`config.mk`:
```
export PLATFORM = sky130hd
export DESIGN_NAME = regex_cpu_pipe
export DESIGN_NICKNAME = d
export VERILOG_FILES = /design/src/rtl/regex_cpu_pipe.sv
export SDC_FILE = /design/constraint.sdc
export NUM_CORES = 1
export LEC_CHECK = 0
export ABC_AREA = 1
export CORE_MARGIN = 5
export CORE_UTILIZATION = 50
export DETAILED_ROUTE_END_ITERATION = 10
export PLACE_DENSITY = 0.79
export SYNTH_ARGS = -nofsm -noshare
export SYNTH_HDL_FRONTEND = slang
export SYNTH_SLANG_ARGS = --single-unit
```
`constraint.sdc`:
```
create_clock -name clk -period 8 [get_ports clk]
set_input_delay 1.2 -clock clk [delete_from_list [all_inputs] [get_ports clk]]
set_output_delay 1.2 -clock clk [all_outputs]
set_load 0.02 [all_outputs]
```
`src/rtl/regex_cpu_pipe.sv`:
```
// Regex execution pipeline: SELECT -> FETCH -> WAIT -> EXEC, with an internal FIFO for SPLIT/JMP threads.
// Optional: define REGEX_CPU_ACCEPT_PARTIAL_EN so that ACCEPT_PARTIAL accepts regardless of end of string.
module regex_cpu_pipe #(
    parameter int PC_WIDTH              = 9,
    parameter int CHARACTER_WIDTH       = 8,
    parameter int MEMORY_WIDTH          = 20,
    parameter int MEMORY_ADDR_WIDTH     = 11,
    parameter int FIFO_WIDTH_POWER_OF_2 = 2,
    parameter int CC_ID_BITS            = 2,
    localparam int NCC                  = 2 ** CC_ID_BITS
) (
    input  logic                           clk,
    input  logic                           rst,
    input  logic [NCC*CHARACTER_WIDTH-1:0] current_characters,
    input  logic [NCC-1:0]                 end_of_string,
    input  logic                           input_pc_valid,
    output logic                           input_pc_ready,
    input  logic [PC_WIDTH-1:0]            input_pc,
    input  logic [CC_ID_BITS-1:0]          input_cc_id,
    output logic                           memory_valid,
    input  logic                           memory_ready,
    output logic [MEMORY_ADDR_WIDTH-1:0]   memory_addr,
    input  logic [MEMORY_WIDTH-1:0]        memory_data,
    output logic                           output_pc_valid,
    input  logic                           output_pc_ready,
    output logic [PC_WIDTH-1:0]            output_pc,
    output logic [CC_ID_BITS-1:0]          output_cc_id,
    output logic                           accepts,
    output logic [NCC-1:0]                 elaborating_chars,
    output logic                           running
);
    localparam int INSTRUCTION_DATA_WIDTH = 17;
    localparam int FW    = FIFO_WIDTH_POWER_OF_2;
    localparam int DEPTH = 2 ** FW;
    localparam logic [FW-1:0]       PTR_ONE = FW'(1);
    localparam logic [PC_WIDTH-1:0] PC_ONE  = PC_WIDTH'(1);

    typedef enum logic [2:0] {
        OP_ACCEPT = 3'd0, OP_SPLIT = 3'd1, OP_MATCH = 3'd2, OP_NOT_MATCH = 3'd3,
        OP_MATCH_ANY = 3'd4, OP_JMP = 3'd5, OP_END = 3'd6, OP_ACCEPT_PARTIAL = 3'd7
    } opcode_e;

    logic ready_en_q, ready_en_d;
    logic fetch_valid_q, fetch_valid_d, wait_valid_q, wait_valid_d, exec_valid_q, exec_valid_d;
    logic out_valid_q, out_valid_d, accepts_q, accepts_d, wait_has_data_q, wait_has_data_d;
    logic [PC_WIDTH-1:0]     fetch_pc_q, fetch_pc_d, wait_pc_q, wait_pc_d, exec_pc_q, exec_pc_d, out_pc_q, out_pc_d;
    logic [CC_ID_BITS-1:0]   fetch_cc_q, fetch_cc_d, wait_cc_q, wait_cc_d, exec_cc_q, exec_cc_d, out_cc_q, out_cc_d;
    logic [MEMORY_WIDTH-1:0] wait_instr_q, wait_instr_d, exec_instr_q, exec_instr_d, wait_word;
    logic [PC_WIDTH+CC_ID_BITS-1:0] fifo_mem_q [DEPTH];
    logic [FW-1:0] wr_ptr_q, wr_ptr_d, rd_ptr_q, rd_ptr_d, fifo_offs;
    logic [FW:0]   fifo_cnt_q, fifo_cnt_d;

    logic mem_hs, fifo_pop, wait_to_exec, exec_free, exec_fire, exec_stall, exec_eos;
    logic exec_do_out, exec_do_acc;
    logic [1:0] exec_push_n, push_cnt;
    logic [PC_WIDTH-1:0] push_pc_a, push_pc_b, exec_payload_pc;
    logic [CHARACTER_WIDTH-1:0] exec_char;
    opcode_e exec_op;

    assign memory_valid    = fetch_valid_q && !wait_valid_q;
    assign mem_hs          = memory_valid && memory_ready;
    assign memory_addr     = MEMORY_ADDR_WIDTH'(fetch_pc_q);
    assign input_pc_ready  = ready_en_q && !fetch_valid_q && (fifo_cnt_q == '0);
    assign output_pc_valid = out_valid_q;
    assign output_pc       = out_pc_q;
    assign output_cc_id    = out_cc_q;
    assign accepts         = accepts_q;
    assign ready_en_d      = 1'b1;

    // SELECT: FIFO threads take priority over new threads; FETCH holds until the handshake.
    always_comb begin
        fifo_pop      = 1'b0;
        fetch_valid_d = fetch_valid_q && !mem_hs;
        fetch_pc_d    = fetch_pc_q;
        fetch_cc_d    = fetch_cc_q;
        if (!fetch_valid_q) begin
            if (fifo_cnt_q != '0) begin
                fifo_pop      = 1'b1;
                fetch_valid_d = 1'b1;
                {fetch_pc_d, fetch_cc_d} = fifo_mem_q[rd_ptr_q];
            end else if (input_pc_valid && input_pc_ready) begin
                fetch_valid_d = 1'b1;
                fetch_pc_d    = input_pc;
                fetch_cc_d    = input_cc_id;
            end
        end
    end

    // WAIT keeps a private copy of the word if EXEC is stalled, so nothing is fetched twice.
    always_comb begin
        wait_word       = wait_has_data_q ? wait_instr_q : memory_data;
        wait_to_exec    = wait_valid_q && exec_free;
        wait_valid_d    = wait_valid_q && !wait_to_exec;
        wait_has_data_d = wait_has_data_q && !wait_to_exec;
        wait_instr_d    = wait_instr_q;
        wait_pc_d       = wait_pc_q;
        wait_cc_d       = wait_cc_q;
        if (wait_valid_q && !wait_to_exec && !wait_has_data_q) begin
            wait_has_data_d = 1'b1;
            wait_instr_d    = memory_data;
        end
        if (mem_hs) begin
            wait_valid_d    = 1'b1;
            wait_has_data_d = 1'b0;
            wait_pc_d       = fetch_pc_q;
            wait_cc_d       = fetch_cc_q;
        end
    end

    always_comb begin
        exec_char = '0;
        for (int i = 0; i < NCC; i++)
            if (exec_cc_q == CC_ID_BITS'(i))
                exec_char = current_characters[i*CHARACTER_WIDTH +: CHARACTER_WIDTH];
    end

    assign exec_eos        = end_of_string[exec_cc_q];
    assign exec_op         = opcode_e'(exec_instr_q[MEMORY_WIDTH-1:INSTRUCTION_DATA_WIDTH]);
    assign exec_payload_pc = exec_instr_q[PC_WIDTH-1:0];

    always_comb begin
        exec_do_out = 1'b0;
        exec_do_acc = 1'b0;
        exec_push_n = 2'd0;
        push_pc_a   = exec_pc_q + PC_ONE;
        push_pc_b   = exec_payload_pc;
        case (exec_op)
            OP_ACCEPT:    exec_do_acc = exec_eos;
            OP_SPLIT:     exec_push_n = 2'd2;
            OP_MATCH:     exec_do_out = !exec_eos && (exec_char == exec_instr_q[CHARACTER_WIDTH-1:0]);
            OP_NOT_MATCH: exec_do_out = !exec_eos && (exec_char != exec_instr_q[CHARACTER_WIDTH-1:0]);
            OP_MATCH_ANY: exec_do_out = !exec_eos;
            OP_JMP: begin
                exec_push_n = 2'd1;
                push_pc_a   = exec_payload_pc;
            end
`ifdef REGEX_CPU_ACCEPT_PARTIAL_EN
            OP_ACCEPT_PARTIAL: exec_do_acc = 1'b1;
`endif
            default: ;
        endcase
        exec_stall = exec_valid_q &&
                     ((exec_do_out && out_valid_q && !output_pc_ready) ||
                      (int'(exec_push_n) > DEPTH - int'(fifo_cnt_q)));
        exec_fire  = exec_valid_q && !exec_stall;
        exec_free  = !exec_valid_q || exec_fire;
        push_cnt   = exec_fire ? exec_push_n : 2'd0;

        exec_valid_d = exec_valid_q && !exec_fire;
        exec_pc_d    = exec_pc_q;
        exec_cc_d    = exec_cc_q;
        exec_instr_d = exec_instr_q;
        if (wait_to_exec) begin
            exec_valid_d = 1'b1;
            exec_pc_d    = wait_pc_q;
            exec_cc_d    = wait_cc_q;
            exec_instr_d = wait_word;
        end

        out_valid_d = out_valid_q && !output_pc_ready;
        out_pc_d    = out_pc_q;
        out_cc_d    = out_cc_q;
        if (exec_fire && exec_do_out) begin
            out_valid_d = 1'b1;
            out_pc_d    = exec_pc_q + PC_ONE;
            out_cc_d    = exec_cc_q;
        end
        accepts_d = exec_fire && exec_do_acc;

        wr_ptr_d   = wr_ptr_q + FW'(push_cnt);
        rd_ptr_d   = rd_ptr_q + FW'(fifo_pop);
        fifo_cnt_d = fifo_cnt_q + (FW+1)'(push_cnt) - (FW+1)'(fifo_pop);
    end

    always_comb begin
        fifo_offs = '0;
        for (int i = 0; i < NCC; i++) begin
            elaborating_chars[i] = (fetch_valid_q && fetch_cc_q == CC_ID_BITS'(i)) ||
                                   (wait_valid_q  && wait_cc_q  == CC_ID_BITS'(i)) ||
                                   (exec_valid_q  && exec_cc_q  == CC_ID_BITS'(i)) ||
                                   (out_valid_q   && out_cc_q   == CC_ID_BITS'(i));
            for (int j = 0; j < DEPTH; j++) begin
                fifo_offs = FW'(j) - rd_ptr_q;
                if (({1'b0, fifo_offs} < fifo_cnt_q) && fifo_mem_q[j][CC_ID_BITS-1:0] == CC_ID_BITS'(i))
                    elaborating_chars[i] = 1'b1;
            end
        end
        running = fetch_valid_q || wait_valid_q || exec_valid_q || out_valid_q || (fifo_cnt_q != '0);
    end

    always_ff @(posedge clk) begin
        if (exec_fire && exec_push_n != 2'd0) fifo_mem_q[wr_ptr_q] <= {push_pc_a, exec_cc_q};
        if (exec_fire && exec_push_n == 2'd2) fifo_mem_q[wr_ptr_q + PTR_ONE] <= {push_pc_b, exec_cc_q};
    end

    always_ff @(posedge clk or negedge rst) begin
        if (!rst) begin
            ready_en_q      <= 1'b0;
            fetch_valid_q   <= 1'b0;
            fetch_pc_q      <= '0;
            fetch_cc_q      <= '0;
            wait_valid_q    <= 1'b0;
            wait_has_data_q <= 1'b0;
            wait_pc_q       <= '0;
            wait_cc_q       <= '0;
            wait_instr_q    <= '0;
            exec_valid_q    <= 1'b0;
            exec_pc_q       <= '0;
            exec_cc_q       <= '0;
            exec_instr_q    <= '0;
            out_valid_q     <= 1'b0;
            out_pc_q        <= '0;
            out_cc_q        <= '0;
            accepts_q       <= 1'b0;
            wr_ptr_q        <= '0;
            rd_ptr_q        <= '0;
            fifo_cnt_q      <= '0;
        end else begin
            ready_en_q      <= ready_en_d;
            fetch_valid_q   <= fetch_valid_d;
            fetch_pc_q      <= fetch_pc_d;
            fetch_cc_q      <= fetch_cc_d;
            wait_valid_q    <= wait_valid_d;
            wait_has_data_q <= wait_has_data_d;
            wait_pc_q       <= wait_pc_d;
            wait_cc_q       <= wait_cc_d;
            wait_instr_q    <= wait_instr_d;
            exec_valid_q    <= exec_valid_d;
            exec_pc_q       <= exec_pc_d;
            exec_cc_q       <= exec_cc_d;
            exec_instr_q    <= exec_instr_d;
            out_valid_q     <= out_valid_d;
            out_pc_q        <= out_pc_d;
            out_cc_q        <= out_cc_d;
            accepts_q       <= accepts_d;
            wr_ptr_q        <= wr_ptr_d;
            rd_ptr_q        <= rd_ptr_d;
            fifo_cnt_q      <= fifo_cnt_d;
        end
    end
endmodule

```
# --- Yosys cells after proc, flatten, opt, wreduce, memory -nomap -nowiden ---
# Memories as Yosys holds them, arrays and structs flattened.
# Cells that the tools add are included.
word_totals:
  register_bits: 98
  ram_bits: 44
  output_inout_bits: 31
  elab_cells: 213
  memories: 1
mem_list:
  columns: ["name", "depth", "width", "read_ports", "rd_ports_with_merged_regs", "wr", "line_no", "rtl"]
  rows:
  - ["fifo_mem_q", 4, 11, 5, 0, 2, "49", "logic [PC_WIDTH+CC_ID_BITS-1:0] fifo_mem_q [DEPTH];"]
op_classes:
  add_sub_neg: 11
  n_lt_le_gt_ge: 6
  eq_ne: 32
  muxes: 46
  n_bitwise: 1
  n_reduce_logical: 96
op_table:
  columns: ["cell", "n"]
  rows:
  - ["$logic_and A1 B1 Y1", 54]
  - ["$eq A2 B2 Y1 const B", 17]
  - ["$mux W1", 32]
  - ["$mux W8", 4]
  - ["$mux W9", 3]
  - ["$mux W20", 1]
  - ["$logic_or A1 B1 Y1", 18]
  - ["$eq A2 B1 Y1 const B", 8]
  - ["$logic_not A2 Y1", 8]
  - ["$lt A2 B3 Y1", 4]
  - ["$logic_not A1 Y1", 10]
  - ["$add A9 B1 Y9 const B", 1]
  - ["$eq A8 B8 Y1", 1]
  - ["$ne A8 B8 Y1", 1]
  - ["$eq A3 B2 Y1 const B", 2]
  - ["$eq A3 B3 Y1 const B", 2]
  - ["$logic_not A3 Y1", 2]
  - ["$mux W2", 3]
  - ["$gt A3 B4 Y1", 1]
  - ["$pmux W2 S2", 1]
  - ["$reduce_bool A2 Y1", 2]
  - ["$sub A1 B2 Y2 const A", 2]
  - ["$sub A2 B2 Y2 const A", 2]
  - ["$sub A3 B3 Y4 const A", 1]
  - ["other kinds (12)", 12]

# --- Logic depth before layout (Yosys ltp) ---
depth:
  ltp_word: 21
  depth_mapped: 29
  ltp_nobuf: 28

# --- Worst setup path after synthesis ---
# OpenSTA, ideal clock, no wires.
synth_timing:
  path_kind: "input -> register"
  start: "input port current_characters[29]"
  end: "register fifo_cnt_q[2]"
  setup_ns: 0.129
  t_arrival_ns: 3.688
  required_ns: 7.871
  path_slack_ns: 4.183
  cell_stages: 24
  cell_sequence: "or2_2 nand3_1 nand2_1 inv_1 nand2_1 nor2_2 nand2_1 nand2_1 nand2_1 nand2_2 nand2_4 nand2_4 nand2_4 nor2_4 inv_1 nor2_1 inv_1 ha_1 inv_1 ha_1 inv_1 fa_1 xnor2_1 xor2_1"
synth_between:
  elab_chain_len: 13
  word_cells_on_any_way: 15
synth_lines:
  columns: ["element", "line_no", "rtl"]
  rows:
  - ["from (decl)", "14", "input logic [NCC*CHARACTER_WIDTH-1:0] current_characters,"]
  - ["$mux W8 *", "113", "if (exec_cc_q == CC_ID_BITS'(i))"]
  - ["$ne A8 B8 Y1 or $eq A8 B8 Y1 (tied branches)", "131, 130", null]
  - ["$logic_and A1 B1 Y1 (on tied branches)", "131, 130", null]
  - ["$pmux W1 S3 *", "127", "case (exec_op)"]
  - ["$logic_and A1 B1 Y1 * (2 in series)", "143", "((exec_do_out && out_valid_q && !output_pc_ready) ||"]
  - ["$logic_or A1 B1 Y1 *", "143", null]
  - ["$logic_and A1 B1 Y1 *", "142", "exec_stall = exec_valid_q &&"]
  - ["$logic_not A1 Y1 *", "145", "exec_fire = exec_valid_q && !exec_stall;"]
  - ["$logic_and A1 B1 Y1 *", "145", null]
  - ["$mux W2 *", "147", "push_cnt = exec_fire ? exec_push_n : 2'd0;"]
  - ["$add A3 B2 Y3 *", "172", "fifo_cnt_d = fifo_cnt_q + (FW+1)'(push_cnt) - (FW+1)'(fifo_pop);"]
  - ["$sub A3 B1 Y3 *", "172", null]
  - ["named net fifo_cnt_d[2]", "51", "logic [FW:0] fifo_cnt_q, fifo_cnt_d;"]
  - ["to (signal assigned)", "238", "fifo_cnt_q <= fifo_cnt_d;"]
  - ["to (decl)", "51", null]
# Mark *: on every way through the listed nets, which the timed path passes. The rest lies on a longest branch.
# A chain may end at the register's enable or synchronous reset.

# --- Worst setup path in the final report ---
layout_timing:
  start: "register rd_ptr_q[0]"
  end: "output port elaborating_chars[1]"
layout_between:
  elab_chain_len: 7
  word_cells_on_any_way: 16
layout_lines:
  columns: ["element", "line_no", "rtl"]
  rows:
  - ["from (decl)", "50", "logic [FW-1:0] wr_ptr_q, wr_ptr_d, rd_ptr_q, rd_ptr_d, fifo_offs;"]
  - ["from (signal assigned)", "237", "rd_ptr_q <= rd_ptr_d;"]
  - ["$sub A1 B2 Y2", "183", "fifo_offs = FW'(j) - rd_ptr_q;"]
  - ["$lt A2 B3 Y1", "184", "if (({1'b0, fifo_offs} < fifo_cnt_q) && fifo_mem_q[j][CC_ID_BITS-1:0] == CC_ID_BITS'(i))"]
  - ["$logic_and A1 B1 Y1", "184", null]
  - ["$mux W1 (3 in series)", "184", null]
  - ["$mux W1 *", "184", null]
  - ["to (decl)", "29", "output logic [NCC-1:0] elaborating_chars,"]
# Mark *: on every way between the ends. The rest lies on a longest branch, timed or not.

==> qor.csv <==
stage;metric;value;unit
outcome;status;complete, no violations;
cts;clkTransAtPathRegs;0.05;ns
grt;grt_pass1_vias;5296;
cts;cts.path.max_buffers;2;
timing;finalMaxSlewViolations;0;
cts;ctsResizeCount;0;
cts;clockRootBuffer;clkbuf_16;
grt;grt_pass1_wl;27800;um
pwr;power_frac_seq;0.340;
timing;finalClockSkew;0.0123;ns
critical_path;path_max_fanout;12;
floorplanning;ioPinCount;103;
yosys;synthesis.area;0.00674;mm^2
cts;postCtsSetupBuffers;0;
critical_path;path_class;reg -> out;
floorplanning;dieArea;0.0159;mm^2
pwr;power_frac_comb;0.436;
critical_path;worstReg2RegStart;exec_cc_q[0];
pwr;p_sw_frac;0.422;
critical_path;cp_data_arrival_time;3.38;ns
yosys;synthCells;807;
final_layout;area_growth_syn_to_layout;23.4;%
min_path;whs_path_depth;2;
timing;max_slew_margin;0.367;
pwr;ir_drop;220;uV
floorplanning;core_region_area;0.0132;mm^2
yosys;synth_area_leaders;dfrtp_1 (30%), edfxtp_1 (20%), nand2_1 (13%);
yosys;synthFlopType;dfrtp_1;
final_layout;layout.nets;979;
placed_design;gp_congestion;0.932;
timing;rsz0062_at_grt;no;
pwr;p_int;1990;uW
final_layout;drive_gt1_frac;0.0653;
yosys;ys_warn_count;0;
grt;grt_max_degree;62;
timing;worst_pin_slew;0.926;ns
cts;hold_buffers;0;
pwr;p_switching;1450;uW
critical_path;r2r_end;fifo_cnt_q[2];
cts;cts_tree;built;
timing;finalCriticalPeriod;4.58;ns
pwr;clockPowerShare;0.224;
cts;cts_sinks;126;
floorplanning;num_rows;42;
grt;grt_usage;0.224;
min_path;min_from;wait_instr_q[8];
floorplanning;die_h;126;um
detailed_routing;drt_wl_total;17400;um
floorplanning;start_util;0.509;
yosys;yosysTopAreaCell;dfrtp_1;
placed_design;dp_hpwl;12400;um
critical_path;worstPathRequired;6.80;ns
final_layout;fin_util;0.628;
yosys;synth_cell_types;45;
critical_path;rrSetupSlack;3.75;ns
detailed_routing;final_antenna_net_count;0;
detailed_routing;dr.pass1.iters;5;
timing;fmax;0.218;GHz
critical_path;r2r_cells;28;
yosys;synth_edf_count;44;
cts;cts_buffers;17;
pwr;p_leak;0.00361;uW
timing;setup_viol;0;
floorplanning;dieWidth;126;um
timing;period_share;0.572;
cts;cts_htree_levels;4;
cts;clk-insertion-delay-late;0.42;ns
timing;hold_viol_final;0;
yosys;avgSynthCellArea;8.36;um^2
critical_path;cp-end-kind;output pin;
placed_design;port_buffers;92;
pwr;power.density;414;mW/mm^2
grt;overflow;0;
min_path;hp-class;reg -> reg;
grt;antenna_found_initial;0;
yosys;synth_top_area_frac;0.304;
detailed_routing;drc;0;
critical_path;cp-start-kind;flip-flop;
detailed_routing;wl_per_cell;16.1;um
timing;setup_tns;0;ns
final_layout;diodes;0;
yosys;yosysMostFrequentCell;nand2_1;
min_path;hold_end;wait_instr_q[8];
yosys;yosysSeqAreaShare;0.500;
detailed_routing;route.vias.total;5781;
yosys;async_reset_ff_frac;0.651;
yosys;ys_ff_latch;126;
detailed_routing;vias_per_cell;5.35;
detailed_routing;drtIter0Drc;501;
run;maxCapViolCount;0;
yosys;synth_common_cells;nand2_1 (231), o21ai_0 (98), inv_1 (86);
==> per-stage QoR <==
step / setup slack, ns / total power (uW) / std cells / hold WS [ns] / area [um^2]
floorplan: 4.18 / 2150 / 808 / 0.442 / 6750
global placement: 3.44 / 2600 / 1049 / 0.466 / 7720
detailed placement: 3.35 / 2650 / 1049 / 0.468 / 7720
CTS: 3.41 / 3440 / 1080 / 0.482 / 8320
global route: 3.18 / 3690 / 1080 / 0.494 / 8320
finish: 3.42 / 3440 / 1080 / 0.483 / 8320
==> cell families after synthesis <==
| family | after synthesis | synth area share |
|---|---|---|
| buf+inv | 124 | 0.0818 |
| simple gates | 361 | 0.234 |
| fa+ha+maj | 15 | 0.0289 |
| compound gates | 168 | 0.140 |
| mux | 1 | 0.00148 |
| other cells | 2 | 0.00111 |
| xor+xnor | 10 | 0.0130 |
| flops | 126 | 0.500 |
==> cell usage in the layout (no fill, tap or decap), types with 12 or more instances in the layout <==
cell             synthesis  routed
nand2_1                231     231
o21ai_0                 98      98
clkdlybuf4s50_1          0      91
inv_1                   86      86
dfrtp_1                 82      82
nor2_1                  50      50
edfxtp_1                44      44
nand3_1                 37      37
clkbuf_16                0      17
a21oi_1                 16      16
o21ai_1                 14      14
ha_1                    14      14
nor3_1                  12      12
==> layer usage <==
layer,GRT usage,wire length [um]
met5,0,0
met4,0.0953,650
met3,0.0618,1420
met2,0.336,7760
met1,0.305,7600
==> critical path, cell delays in order (launching register included) <==
cell	delay [ns]
dfrtp_1	0.45
nor2_1	0.74
nor2_1	0.17
ha_1	0.32
nand3_1	0.08
o21ai_0	0.12
nor3_1	0.07
a311oi_1	0.25
o311ai_0	0.18
clkdlybuf4s50_1	0.59
==> sequential cells by signal, summed over array words and instances, names as in the netlist, 2 cells and up <==
| register | count |
|---|---|
| wait_pc_q | 9 |
| wait_cc_q | 2 |
| fifo_mem_q | 44 |
| output_pc | 9 |
| wait_instr_q | 12 |
| output_cc_id | 2 |
| fetch_pc_q | 9 |
| exec_cc_q | 2 |
| rd_ptr_q | 2 |
| wr_ptr_q | 2 |
| fifo_cnt_q | 3 |
| exec_instr_q | 12 |
| exec_pc_q | 9 |
| fetch_cc_q | 2 |
==> final cells by class <==
| class | instances | area [um^2] |
|---|---|---|
| fillers | 1119 | 4920 |
| flip-flops and latches | 126 | 3370 |
| multi-input cells | 558 | 2820 |
| repair buffers | 97 | 956 |
| clock buffers | 26 | 519 |
| inverters | 92 | 350 |
| well taps | 176 | 220 |
| clock inverters | 5 | 77.6 |
==> power groups by stage <==
stage               clock network [uW]  logic (uW)  registers [uW]
finish                             771        1500            1170
global route                       811        1680            1200
CTS                                776        1500            1160
detailed placement                   0        1480            1170
global placement                     0        1440            1160
floorplan                            0        1010            1130
==> how the worst max path moves through the flow <==
stage,from,cells after the start,end
2_1_floorplan,current_characters[29],24,fifo_cnt_q[2]
3_3_place_gp,current_characters[17],27,fifo_cnt_q[2]
3_5_place_dp,current_characters[17],27,fifo_cnt_q[2]
4_1_cts,rd_ptr_q[0],9,elaborating_chars[1]
5_1_grt,rd_ptr_q[0],9,elaborating_chars[1]
6_report,rd_ptr_q[0],9,elaborating_chars[1]
Power figures use the tool's default switching activity.
